<file path="config.mk">
export PLATFORM = sky130hd
export DESIGN_NAME = ann_host_sequencer
export DESIGN_NICKNAME = d
export VERILOG_FILES = /design/src/rtl/ann_host_sequencer.sv
export SDC_FILE = /design/constraint.sdc
export NUM_CORES = 1
export LEC_CHECK = 0
export ABC_AREA = 1
export ABC_CLOCK_PERIOD_IN_PS = 2800
export BUFFER_PORTS_ARGS = -buffer_cell sky130_fd_sc_hd__buf_2
export CAP_MARGIN = 15
export CORE_ASPECT_RATIO = 1.2
export CORE_MARGIN = 2
export CORE_UTILIZATION = 57
export DETAILED_ROUTE_END_ITERATION = 10
export GPL_TIMING_DRIVEN = 0
export PLACE_DENSITY_LB_ADDON = 0.2
export SETUP_SLACK_MARGIN = 0.02
export SYNTH_ARGS = -nofsm -noshare
export SYNTH_HDL_FRONTEND = slang
export SYNTH_SLANG_ARGS = --single-unit
</file>
<file path="constraint.sdc">
create_clock -name io_clk -period 2.8 [get_ports io_clk]
set_clock_uncertainty 0.2 [all_clocks]
set_input_delay 0.28 -clock io_clk [delete_from_list [all_inputs] [get_ports io_clk]]
set_output_delay 0.28 -clock io_clk [all_outputs]
set_load 0.05 [all_outputs]
</file>
<file path="src/rtl/ann_host_sequencer.sv">
// Host-side sequencer for the ANN accelerator: kd-tree load, query load, start/wait, result drain.
// Optional fsm_done watchdog is enabled by defining ANN_SEQ_TIMEOUT_EN.
module ann_host_sequencer #(
  parameter int DATA_W    = 11,
  parameter int CNT_W     = 16,
  parameter int TIMEOUT_W = 20
) (
  input  logic              io_clk,
  input  logic              io_rst,
  input  logic              cmd_valid,
  output logic              cmd_ready,
  input  logic              cmd_load_tree,
  input  logic [CNT_W-1:0]  cmd_tree_words,
  input  logic [CNT_W-1:0]  cmd_query_words,
  input  logic [CNT_W-1:0]  cmd_result_words,
  input  logic              src_valid,
  input  logic [DATA_W-1:0] src_data,
  output logic              src_ready,
  output logic              snk_valid,
  output logic [DATA_W-1:0] snk_data,
  input  logic              snk_ready,
  output logic              in_fifo_wenq,
  output logic [DATA_W-1:0] in_fifo_wdata,
  input  logic              in_fifo_wfull_n,
  output logic              out_fifo_deq,
  input  logic [DATA_W-1:0] out_fifo_rdata,
  input  logic              out_fifo_rempty_n,
  output logic              load_kdtree,
  output logic              fsm_start,
  input  logic              fsm_done,
  output logic              send_best_arr,
  output logic              busy,
  output logic              done,
  output logic              err_timeout
);

  localparam logic [2:0] S_IDLE       = 3'd0;
  localparam logic [2:0] S_LOAD_TREE  = 3'd1;
  localparam logic [2:0] S_LOAD_QUERY = 3'd2;
  localparam logic [2:0] S_START      = 3'd3;
  localparam logic [2:0] S_WAIT_DONE  = 3'd4;
  localparam logic [2:0] S_DRAIN      = 3'd5;
  localparam logic [2:0] S_FINISH     = 3'd6;

  logic [2:0]       state_q, state_d;
  logic [CNT_W-1:0] remaining_q, remaining_d;
  logic [CNT_W-1:0] query_q, query_d;
  logic [CNT_W-1:0] result_q, result_d;
  logic             load_phase, drain_phase, rem_nz, rem_last;

  assign load_phase  = (state_q == S_LOAD_TREE) || (state_q == S_LOAD_QUERY);
  assign drain_phase = (state_q == S_DRAIN);
  assign rem_nz      = (remaining_q != '0);
  assign rem_last    = (remaining_q == CNT_W'(1));

  // Handshakes are gated by the remaining count so a phase can never over-run.
  assign src_ready     = load_phase & in_fifo_wfull_n & rem_nz;
  assign in_fifo_wenq  = src_valid & src_ready;
  assign in_fifo_wdata = load_phase ? src_data : '0;
  assign snk_valid     = drain_phase & out_fifo_rempty_n & rem_nz;
  assign snk_data      = drain_phase ? out_fifo_rdata : '0;
  assign out_fifo_deq  = snk_valid & snk_ready;

  assign cmd_ready     = (state_q == S_IDLE);
  assign busy          = (state_q != S_IDLE);
  assign load_kdtree   = (state_q == S_LOAD_TREE);
  assign fsm_start     = (state_q == S_START);
  assign send_best_arr = drain_phase;
  assign done          = (state_q == S_FINISH);

`ifdef ANN_SEQ_TIMEOUT_EN
  localparam logic [TIMEOUT_W-1:0] TIMER_LAST = {{(TIMEOUT_W-1){1'b1}}, 1'b0};
  logic [TIMEOUT_W-1:0] timer_q, timer_d;
  logic                 err_q, err_d;
  assign err_timeout = err_q;
`else
  assign err_timeout = 1'b0;
  if (TIMEOUT_W < 1) begin : g_timeout_w_invalid
  end
`endif

  always_comb begin
    state_d     = state_q;
    remaining_d = remaining_q;
    query_d     = query_q;
    result_d    = result_q;
`ifdef ANN_SEQ_TIMEOUT_EN
    timer_d     = timer_q;
    err_d       = err_q;
`endif
    case (state_q)
      S_IDLE: begin
        if (cmd_valid) begin
          query_d  = cmd_query_words;
          result_d = cmd_result_words;
          if (cmd_load_tree && (cmd_tree_words != '0)) begin
            state_d     = S_LOAD_TREE;
            remaining_d = cmd_tree_words;
          end else if (cmd_query_words != '0) begin
            state_d     = S_LOAD_QUERY;
            remaining_d = cmd_query_words;
          end else begin
            state_d = S_START;
          end
        end
      end
      S_LOAD_TREE: begin
        if (in_fifo_wenq) begin
          remaining_d = remaining_q - CNT_W'(1);
          if (rem_last) begin
            if (query_q != '0) begin
              state_d     = S_LOAD_QUERY;
              remaining_d = query_q;
            end else begin
              state_d = S_START;
            end
          end
        end
      end
      S_LOAD_QUERY: begin
        if (in_fifo_wenq) begin
          remaining_d = remaining_q - CNT_W'(1);
          if (rem_last) state_d = S_START;
        end
      end
      S_START: begin
        state_d = S_WAIT_DONE;
`ifdef ANN_SEQ_TIMEOUT_EN
        timer_d = '0;
`endif
      end
      S_WAIT_DONE: begin
        if (fsm_done) begin
          if (result_q != '0) begin
            state_d     = S_DRAIN;
            remaining_d = result_q;
          end else begin
            state_d = S_FINISH;
          end
        end
`ifdef ANN_SEQ_TIMEOUT_EN
        else begin
          // Last count value is reached on the final waiting cycle; abort without draining.
          timer_d = timer_q + 1'b1;
          if (timer_q == TIMER_LAST) begin
            err_d   = 1'b1;
            state_d = S_FINISH;
          end
        end
`endif
      end
      S_DRAIN: begin
        if (out_fifo_deq) begin
          remaining_d = remaining_q - CNT_W'(1);
          if (rem_last) state_d = S_FINISH;
        end
      end
      S_FINISH: state_d = S_IDLE;
      default:  state_d = S_IDLE;
    endcase
  end

  always_ff @(posedge io_clk) begin
    if (io_rst) begin
      state_q     <= S_IDLE;
      remaining_q <= '0;
      query_q     <= '0;
      result_q    <= '0;
    end else begin
      state_q     <= state_d;
      remaining_q <= remaining_d;
      query_q     <= query_d;
      result_q    <= result_d;
    end
  end

`ifdef ANN_SEQ_TIMEOUT_EN
  always_ff @(posedge io_clk) begin
    if (io_rst) begin
      timer_q <= '0;
      err_q   <= 1'b0;
    end else begin
      timer_q <= timer_d;
      err_q   <= err_d;
    end
  end
`endif

endmodule

</file>
==> metrics, run 1 <==
CP startpoint=state_q[0]$_SDFFE_PP0P_; Syn Inst Count=685; Max Slew Vio Count=0; PwrDens=967 nW/um2; hold buffer count at cts=0; CP top delay family=buffers and inverters; Syn Area/Cell=5.85 um2; total power=0.00459 W; share of post-route cells with drive strength above 1=between 20% and 30%; fmax=0.411 GHz; crit-path cells=buf_6 -> nor2_2 -> nand2_1 -> inv_1 -> clkbuf_1 -> buf_2; arrival time at the worst endpoint=1.95 ns; Worst-Skew Late Latency=roughly 0.33 ns; Max stage delay cell, worst path=clkbuf_1; total core area=6810 um2; Post-CTS Setup Bufs=0; vias in the first global route=4,171; Max Cap Viol=0; Final nets=a little under 900; RSZ-0062 raised after global routing=false; setup TNS=0 ns; htree depth=2; Mapped Nets=767; largest fanout on the critical path=10; hold crit path type=primary input to flip-flop; Area Growth Syn to Fin=18.5%; gr usage total=33.7%; final period utilization=between 80% and 90%; Ys Warns=0; flops & latches, synth=51; Final WS setup=0.367 ns; Static Leak=between 2 and 3 nW; Worst R2R End=remaining_q[4]$_SDFFE_PP0P_; Slew @ Worst Pin=0.587 ns; end of the critical path=cmd_ready; crit start category=flip-flop; sequential area share after synthesis=between 20% and 30%; Initial Util=58.8%; Num Clock Sinks=around 50; RR Startpoint=remaining_q[0]$_SDFFE_PP0P_; Max VDD drop=0.637 mV; Yosys cell types=34; DRC Markers=0; Die Y=95.9 um; EDFF count, synth=0; Post-synth top cells=131 x nand2_1, 106 x nor2_1, 104 x inv_1, 101 x nand3_1, 51 x dfxtp_1; Reg2Reg Setup Slack=0.61 ns; Post-DRT Antenna Nets=0; Die Span X=80.5 um; Buf/Inv on CP=4; final hold violations=0; GR Overflow Total=0; post-layout minimum cycle time=2.43 ns; routed vias/inst=5.27; DRT Pass-1 Iters=6; CP max stage delay=0.41 ns; clk slew on worst S/H paths=roughly 0.12 ns; Max-Slew Margin vs Limit=between 60% and 70%; CTS Buf Count=5; Worst path depth=6; IO Count=112; I/O Buffers=between 100 and 150; dpl ws=0.701 ns; CTS Buffer Depth=2; first-pass GRT wire length=19,800 um; R2R depth=9; antenna violations before repair=0; Iter 0 DRT Violations=345; largest net degree at the start of global routing=19; post-synth top area share=around a quarter; post-cts sizing count=0; Routed WL=12,800 um; CTS tree=yes; DR WL/cell=approximately 14 um; Crit. End Element=output pin; status=completed; fillers=657; DR vias=4,675; HPWL after detailed placement=10,700 um; Antenna Cells=0; # setup viols final=0; WP data required=between 2 and 2.5 ns; fraction of registers with async set/reset=0%; cell taking the most area after synthesis=dfxtp_1; most common cell in the netlist=nand2_1; routability cong.=approximately 0.98; Crit Path Category=flip-flop to output pin; Root Driver=clkbuf_8; Rows=33; synth top area cells=dfxtp_1 25%, nand3_1 13%, nand2_1 12%; Die Area=7720 um2; Synth Cell Area=around 4000 um2; ys flop type=dfxtp_1
layout make-up:
| class | instances | area (um2) | share of cell area, % |
|---|---|---|---|
| multi-input cells | 494 | 2410 | 50.8 |
| clock inverters | 3 | 28.8 | 0.606 |
| flip-flops and latches | 51 | 1020 | 21.5 |
| well taps | 87 | 109 | 2.29 |
| plain buffers | 30 | 163 | 3.42 |
| clock buffers | 5 | 68.8 | 1.45 |
| repair buffers | 107 | 536 | 11.3 |
| inverters | 110 | 413 | 8.69 |
metal layers:
layer	vias up	GRT usage (%)	routed length, um
met5	-	0	0
met4	0	11.4	428
met1	2064	41.1	5370
met3	35	4.88	866
met2	195	60.1	6150
li1	2381	-	-
flip-flops by register name, summed over array words and instances (netlist names):
signal       cells
remaining_q     16
query_q         16
state_q          3
result_q        16
cells in the final DEF (no fill, tap or decap), types with 5 or more instances in the layout:
| cell type | Yosys | layout |
|---|---|---|
| a21oi_1 | 38 | 38 |
| buf_2 | 4 | 111 |
| clkbuf_1 | 18 | 18 |
| clkbuf_8 | 0 | 5 |
| dfxtp_1 | 51 | 51 |
| inv_1 | 104 | 104 |
| inv_2 | 5 | 5 |
| nand2_1 | 131 | 131 |
| nand2_2 | 9 | 9 |
| nand3_1 | 101 | 101 |
| nand3b_1 | 14 | 14 |
| nor2_1 | 106 | 106 |
| nor2_2 | 15 | 15 |
| o21ai_0 | 29 | 29 |
| o21bai_1 | 19 | 19 |
cells by family (layout without fill, tap and decap cells):
logic type / count (synthesis) / after routing / synth area share, %
other cells: 1 / 1 / 0.0936
flops: 51 / 51 / 25.5
fa+ha+maj: 3 / 3 / 0.937
simple gates: 396 / 396 / 45.6
compound gates: 89 / 89 / 12.5
xor+xnor: 5 / 5 / 1.09
buf+inv: 140 / 255 / 14.4
power breakdown:
group / internal (W) / switching [W]
Combinational: 0.000941 / 0.00201
Sequential: 0.000961 / 0.000201
Clock: 0.000186 / 0.000294
worst min-delay path by stage:
stage               slack, ns  depth (start not counted)                      from                        to
floorplan                0.24                          2  query_q[13]$_SDFFE_PP0P_  query_q[13]$_SDFFE_PP0P_
global placement         0.26                          2  query_q[13]$_SDFFE_PP0P_  query_q[13]$_SDFFE_PP0P_
detailed placement       0.26                          2  query_q[13]$_SDFFE_PP0P_  query_q[13]$_SDFFE_PP0P_
CTS                      0.02                          3       cmd_result_words[4]  result_q[4]$_SDFFE_PP0P_
global route             0.03                          3       cmd_result_words[5]  result_q[5]$_SDFFE_PP0P_
finish                   0.01                          3       cmd_result_words[4]  result_q[4]$_SDFFE_PP0P_
stage by stage:
stage	utilization, %	hold WS (ns)	instances	cell area [um2]
floorplan	-	0.244	685	4010
global placement	68.3	0.260	879	4650
detailed placement	68.3	0.262	879	4650
CTS	69.7	0.0166	887	4750
global route	69.7	0.0261	887	4750
finish	69.7	0.0101	887	4750
worst register-to-register path: stages, from the launching register on:
cell     delay, ns
dfxtp_1       0.42
inv_1         0.12
ha_1          0.24
nand2_1       0.19
xor2_1        0.31
nor2_1        0.07
a21oi_1       0.19
nand3_1       0.16
nor2_2        0.14
nor2_1        0.05
Note: power is estimated with default switching activity, not from simulation.
==> inputs of run 2 (changes only) <==
ABC_AREA = not set   (was 1)
BUFFER_PORTS_ARGS = not set   (was -buffer_cell sky130_fd_sc_hd__buf_2)
CORE_UTILIZATION = 60   (was 57)
DONT_BUFFER_PORTS = 1   (was not set)
==> run 2 against run 1 <==
Synthesized area is 17% lower. Combinational power is 11% lower. Maximum frequency is 9.5% lower. Die area is 20% lower. Setup slack worse by 0.26 ns.
==> metrics, run 2 <==
CTS Buffer Depth=2 (unchanged); most frequent cells in the layout=90 x nand2_1, 51 x a21oi_1, 51 x dfxtp_1 (was 131 x nand2_1, 111 x buf_2, 106 x nor2_1); Syn Area/Cell=7.30 um2 (was 5.85 um2); Post-synth top cells=91 x nand2_1, 51 x a21oi_1, 51 x dfxtp_1, 23 x clkbuf_1, 20 x nor4_1 (was 131 x nand2_1, 106 x nor2_1, 104 x inv_1, 101 x nand3_1, 51 x dfxtp_1); Final WS setup=0.111 ns (was 0.367 ns); total power=0.00429 W (was 0.00459 W); largest fanout on the critical path=10 (unchanged); Buf/Inv on CP=4 (unchanged); Reg2Reg Setup Slack=0.11 ns (was 0.61 ns); arrival time at the worst endpoint=2.72 ns (was 1.95 ns); Core Util, Final=72.6% (was 69.7%); Switching Share=53.3% (was 54.5%); end of the critical path=query_q[1]$_SDFFE_PP0P_ (was cmd_ready); CTS Buf Count=5 (unchanged); first-pass GRT wire length=17,700 um (was 19,800 um); cell taking the most area after synthesis=dfxtp_1 (unchanged); flops & latches, synth=51 (unchanged); clk slew on worst S/H paths=0.10 ns (was 0.12 ns); dpl ws=-0.171 ns (was 0.701 ns); CP max stage delay=0.33 ns (was 0.41 ns); most common library cell in the layout ignoring fill and taps=nand2_1 (unchanged); Die Y=85.7 um (was 95.9 um); R2R depth=9 (unchanged); Seq pwr share=27.4% (was 25.3%); PwrDens=1110 nW/um2 (was 967 nW/um2); Post-DRT Antenna Nets=0 (unchanged); status=completed (unchanged); Num Clock Sinks=51 (unchanged); routability cong.=0.976 (was 0.978); IO Count=112 (unchanged); htree depth=2 (unchanged); post-synth top area share=30.6% (was 25.5%); Die Span X=72.1 um (was 80.5 um); post-layout minimum cycle time=2.69 ns (was 2.43 ns); DRC Markers=0 (unchanged); GR Overflow Total=0 (unchanged); Worst-Skew Late Latency=0.31 ns (was 0.33 ns); grt met1 use=44.5% (was 41.1%); most common cell in the netlist=nand2_1 (unchanged); Max Slew Vio Count=0 (unchanged); Largest regs=query_q (16), remaining_q (16), result_q (16) (unchanged); Max Cap Viol=0 (unchanged); crit start category=flip-flop (unchanged); CP startpoint=state_q[0]$_SDFFE_PP0P_ (unchanged); gr usage total=36.4% (was 33.7%); GRT Max-Usage Layer=met2 (unchanged); Root Driver=clkbuf_8 (unchanged); Crit Path Category=flip-flop to flip-flop (was flip-flop to output pin); sequential area share after synthesis=30.6% (was 25.5%); Syn Inst Count=457 (was 685); Max stage delay cell, worst path=dfxtp_1 (was clkbuf_1); Area Growth Syn to Fin=15.9% (was 18.5%); Iter 0 DRT Violations=449 (was 345); placed instance count=519 (was 879); CP top delay family=buffers and inverters (unchanged); Ys Warns=0 (unchanged); Yosys cell types=60 (was 34); fmax=0.372 GHz (was 0.411 GHz); internal power=0.00201 W (was 0.00209 W); Static Leak=1.45 nW (was 2.51 nW); final period utilization=96.0% (was 86.9%); Post-CTS Setup Bufs=0 (unchanged); Die Area=6180 um2 (was 7720 um2); fraction of registers with async set/reset=0% (unchanged); WP data required=2.83 ns (was 2.32 ns); post-route insts no fill=559 (was 887); Worst Hold Margin=0.106 ns (was 0.0101 ns); share of post-route cells with drive strength above 1=9.66% (was 20.9%); Crit. End Element=flip-flop (was output pin); GR Util met2=60.1% (about the same); Worst R2R End=query_q[1]$_SDFFE_PP0P_ (was remaining_q[4]$_SDFFE_PP0P_); ys flop type=dfxtp_1 (unchanged); DR WL/cell=20.3 um (was 14.4 um); Routed WL=11,300 um (was 12,800 um); Slew @ Worst Pin=1.15 ns (was 0.587 ns); total core area=5330 um2 (was 6810 um2); DRT Pass-1 Iters=5 (was 6); EDFF count, synth=0 (unchanged); RSZ-0062 raised after global routing=true (was false); routed vias/inst=6.75 (was 5.27); Clock power frac=11.0% (was 10.4%); Synth Cell Area=3340 um2 (was 4010 um2); synth top area cells=dfxtp_1 31%, nand2_1 10%, a21oi_1 7.6% (was dfxtp_1 25%, nand3_1 13%, nand2_1 12%); Mapped Nets=539 (was 767); largest net degree at the start of global routing=16 (was 19); P_sw=0.00229 W (was 0.00250 W); global routing met3 resource utilization=6.93% (was 4.88%); vias in the first global route=3,631 (was 4,171); final hold violations=0 (unchanged); Final nets=578 (was 881); DR vias=3,775 (was 4,675); CTS tree=yes (unchanged); WHS Path Cells=3 (unchanged); crit-path cells=buf_2 -> nor2_1 -> nand2_2 -> clkinvlp_4 -> and2_1 -> clkbuf_1 -> clkbuf_2 -> nand2_1 -> a21oi_1 (was buf_6 -> nor2_2 -> nand2_1 -> inv_1 -> clkbuf_1 -> buf_2); hold crit path type=primary input to flip-flop (unchanged); RR Startpoint=state_q[0]$_SDFFE_PP0P_ (was remaining_q[0]$_SDFFE_PP0P_); Rows=29 (was 33); Worst path depth=9 (was 6); I/O Buffers=0 (was 107); HPWL after detailed placement=8150 um (was 10,700 um); Antenna Cells=0 (unchanged); # setup viols final=0 (unchanged); antenna violations before repair=0 (unchanged); Max-Slew Margin vs Limit=23.2% (was 60.8%); logic gate share of total power=61.6% (was 64.3%); Initial Util=62.6% (was 58.8%); Max VDD drop=0.595 mV (was 0.637 mV)
run 2: worst min path at each step:
| stage | start | to | slack, ns |
|---|---|---|---|
| global placement | cmd_result_words[14] | result_q[14]$_SDFFE_PP0P_ | 0.22 |
| floorplan | cmd_query_words[1] | query_q[1]$_SDFFE_PP0P_ | 0.22 |
| detailed placement | cmd_result_words[2] | result_q[2]$_SDFFE_PP0P_ | 0.22 |
| global route | cmd_valid | query_q[11]$_SDFFE_PP0P_ | 0.14 |
| finish | cmd_valid | query_q[10]$_SDFFE_PP0P_ | 0.11 |
| CTS | cmd_valid | query_q[10]$_SDFFE_PP0P_ | 0.1 |
run 2: metal layers:
| metal | share of wire [%] | vias up |
|---|---|---|
| met5 | 0 | - |
| met4 | 4.9 | 0 |
| met3 | 9.0 | 39 |
| met2 | 48 | 279 |
| met1 | 38 | 1724 |
| li1 | - | 1733 |
run 2: layout make-up:
type	count	area, um2
fill	424	1460
timing repair buffer	32	320
inverter	19	75.1
clock buffer	7	86.3
tap	62	77.6
buffer	33	144
clock inverter	1	8.76
multi-input combinational	354	2140
sequential	51	1020
run 2: what timing repair did:
action	in CTS	in global routing
hold buffers	32	0
hold endpoints to repair	32	0
setup endpoints to repair	43	55
resized for setup	14	16
run 2: logic make-up (layout without fill, tap and decap cells):
kind of cell	count (synthesis)	count (layout)	synth area share, %
compound gates	124	124	23.9
xor+xnor	3	3	0.787
fa+ha+maj	3	3	1.12
buf+inv	52	92	6.18
flops	51	51	30.6
mux	15	15	4.54
other cells	1	1	0.112
simple gates	208	208	32.8
run 2: power groups by stage:
stage | Clock, W | Sequential [W] | Combinational, W
2_1_floorplan | 0 | 0.00111 | 0.00201
3_3_place_gp | 0 | 0.00117 | 0.00244
3_5_place_dp | 0 | 0.00118 | 0.00249
4_1_cts | 0.000463 | 0.00116 | 0.00256
5_1_grt | 0.000485 | 0.00120 | 0.00287
6_report | 0.000472 | 0.00118 | 0.00264
run 2: through the flow:
step | TNS, ns | instance area [um2]
floorplan | 0 | 3340
global placement | -3.85 | 3420
detailed placement | -4.51 | 3420
CTS | 0 | 3850
global route | 0 | 3870
finish | 0 | 3870
run 2: worst reg2reg max path: cells and delay by family (launching register included):
family,cells,cell delay [ns]
AO/OA/AOI/OAI,1,0.18
flip-flops,1,0.33
buffers and inverters,4,1.04
AND/OR/NAND/NOR,4,0.86
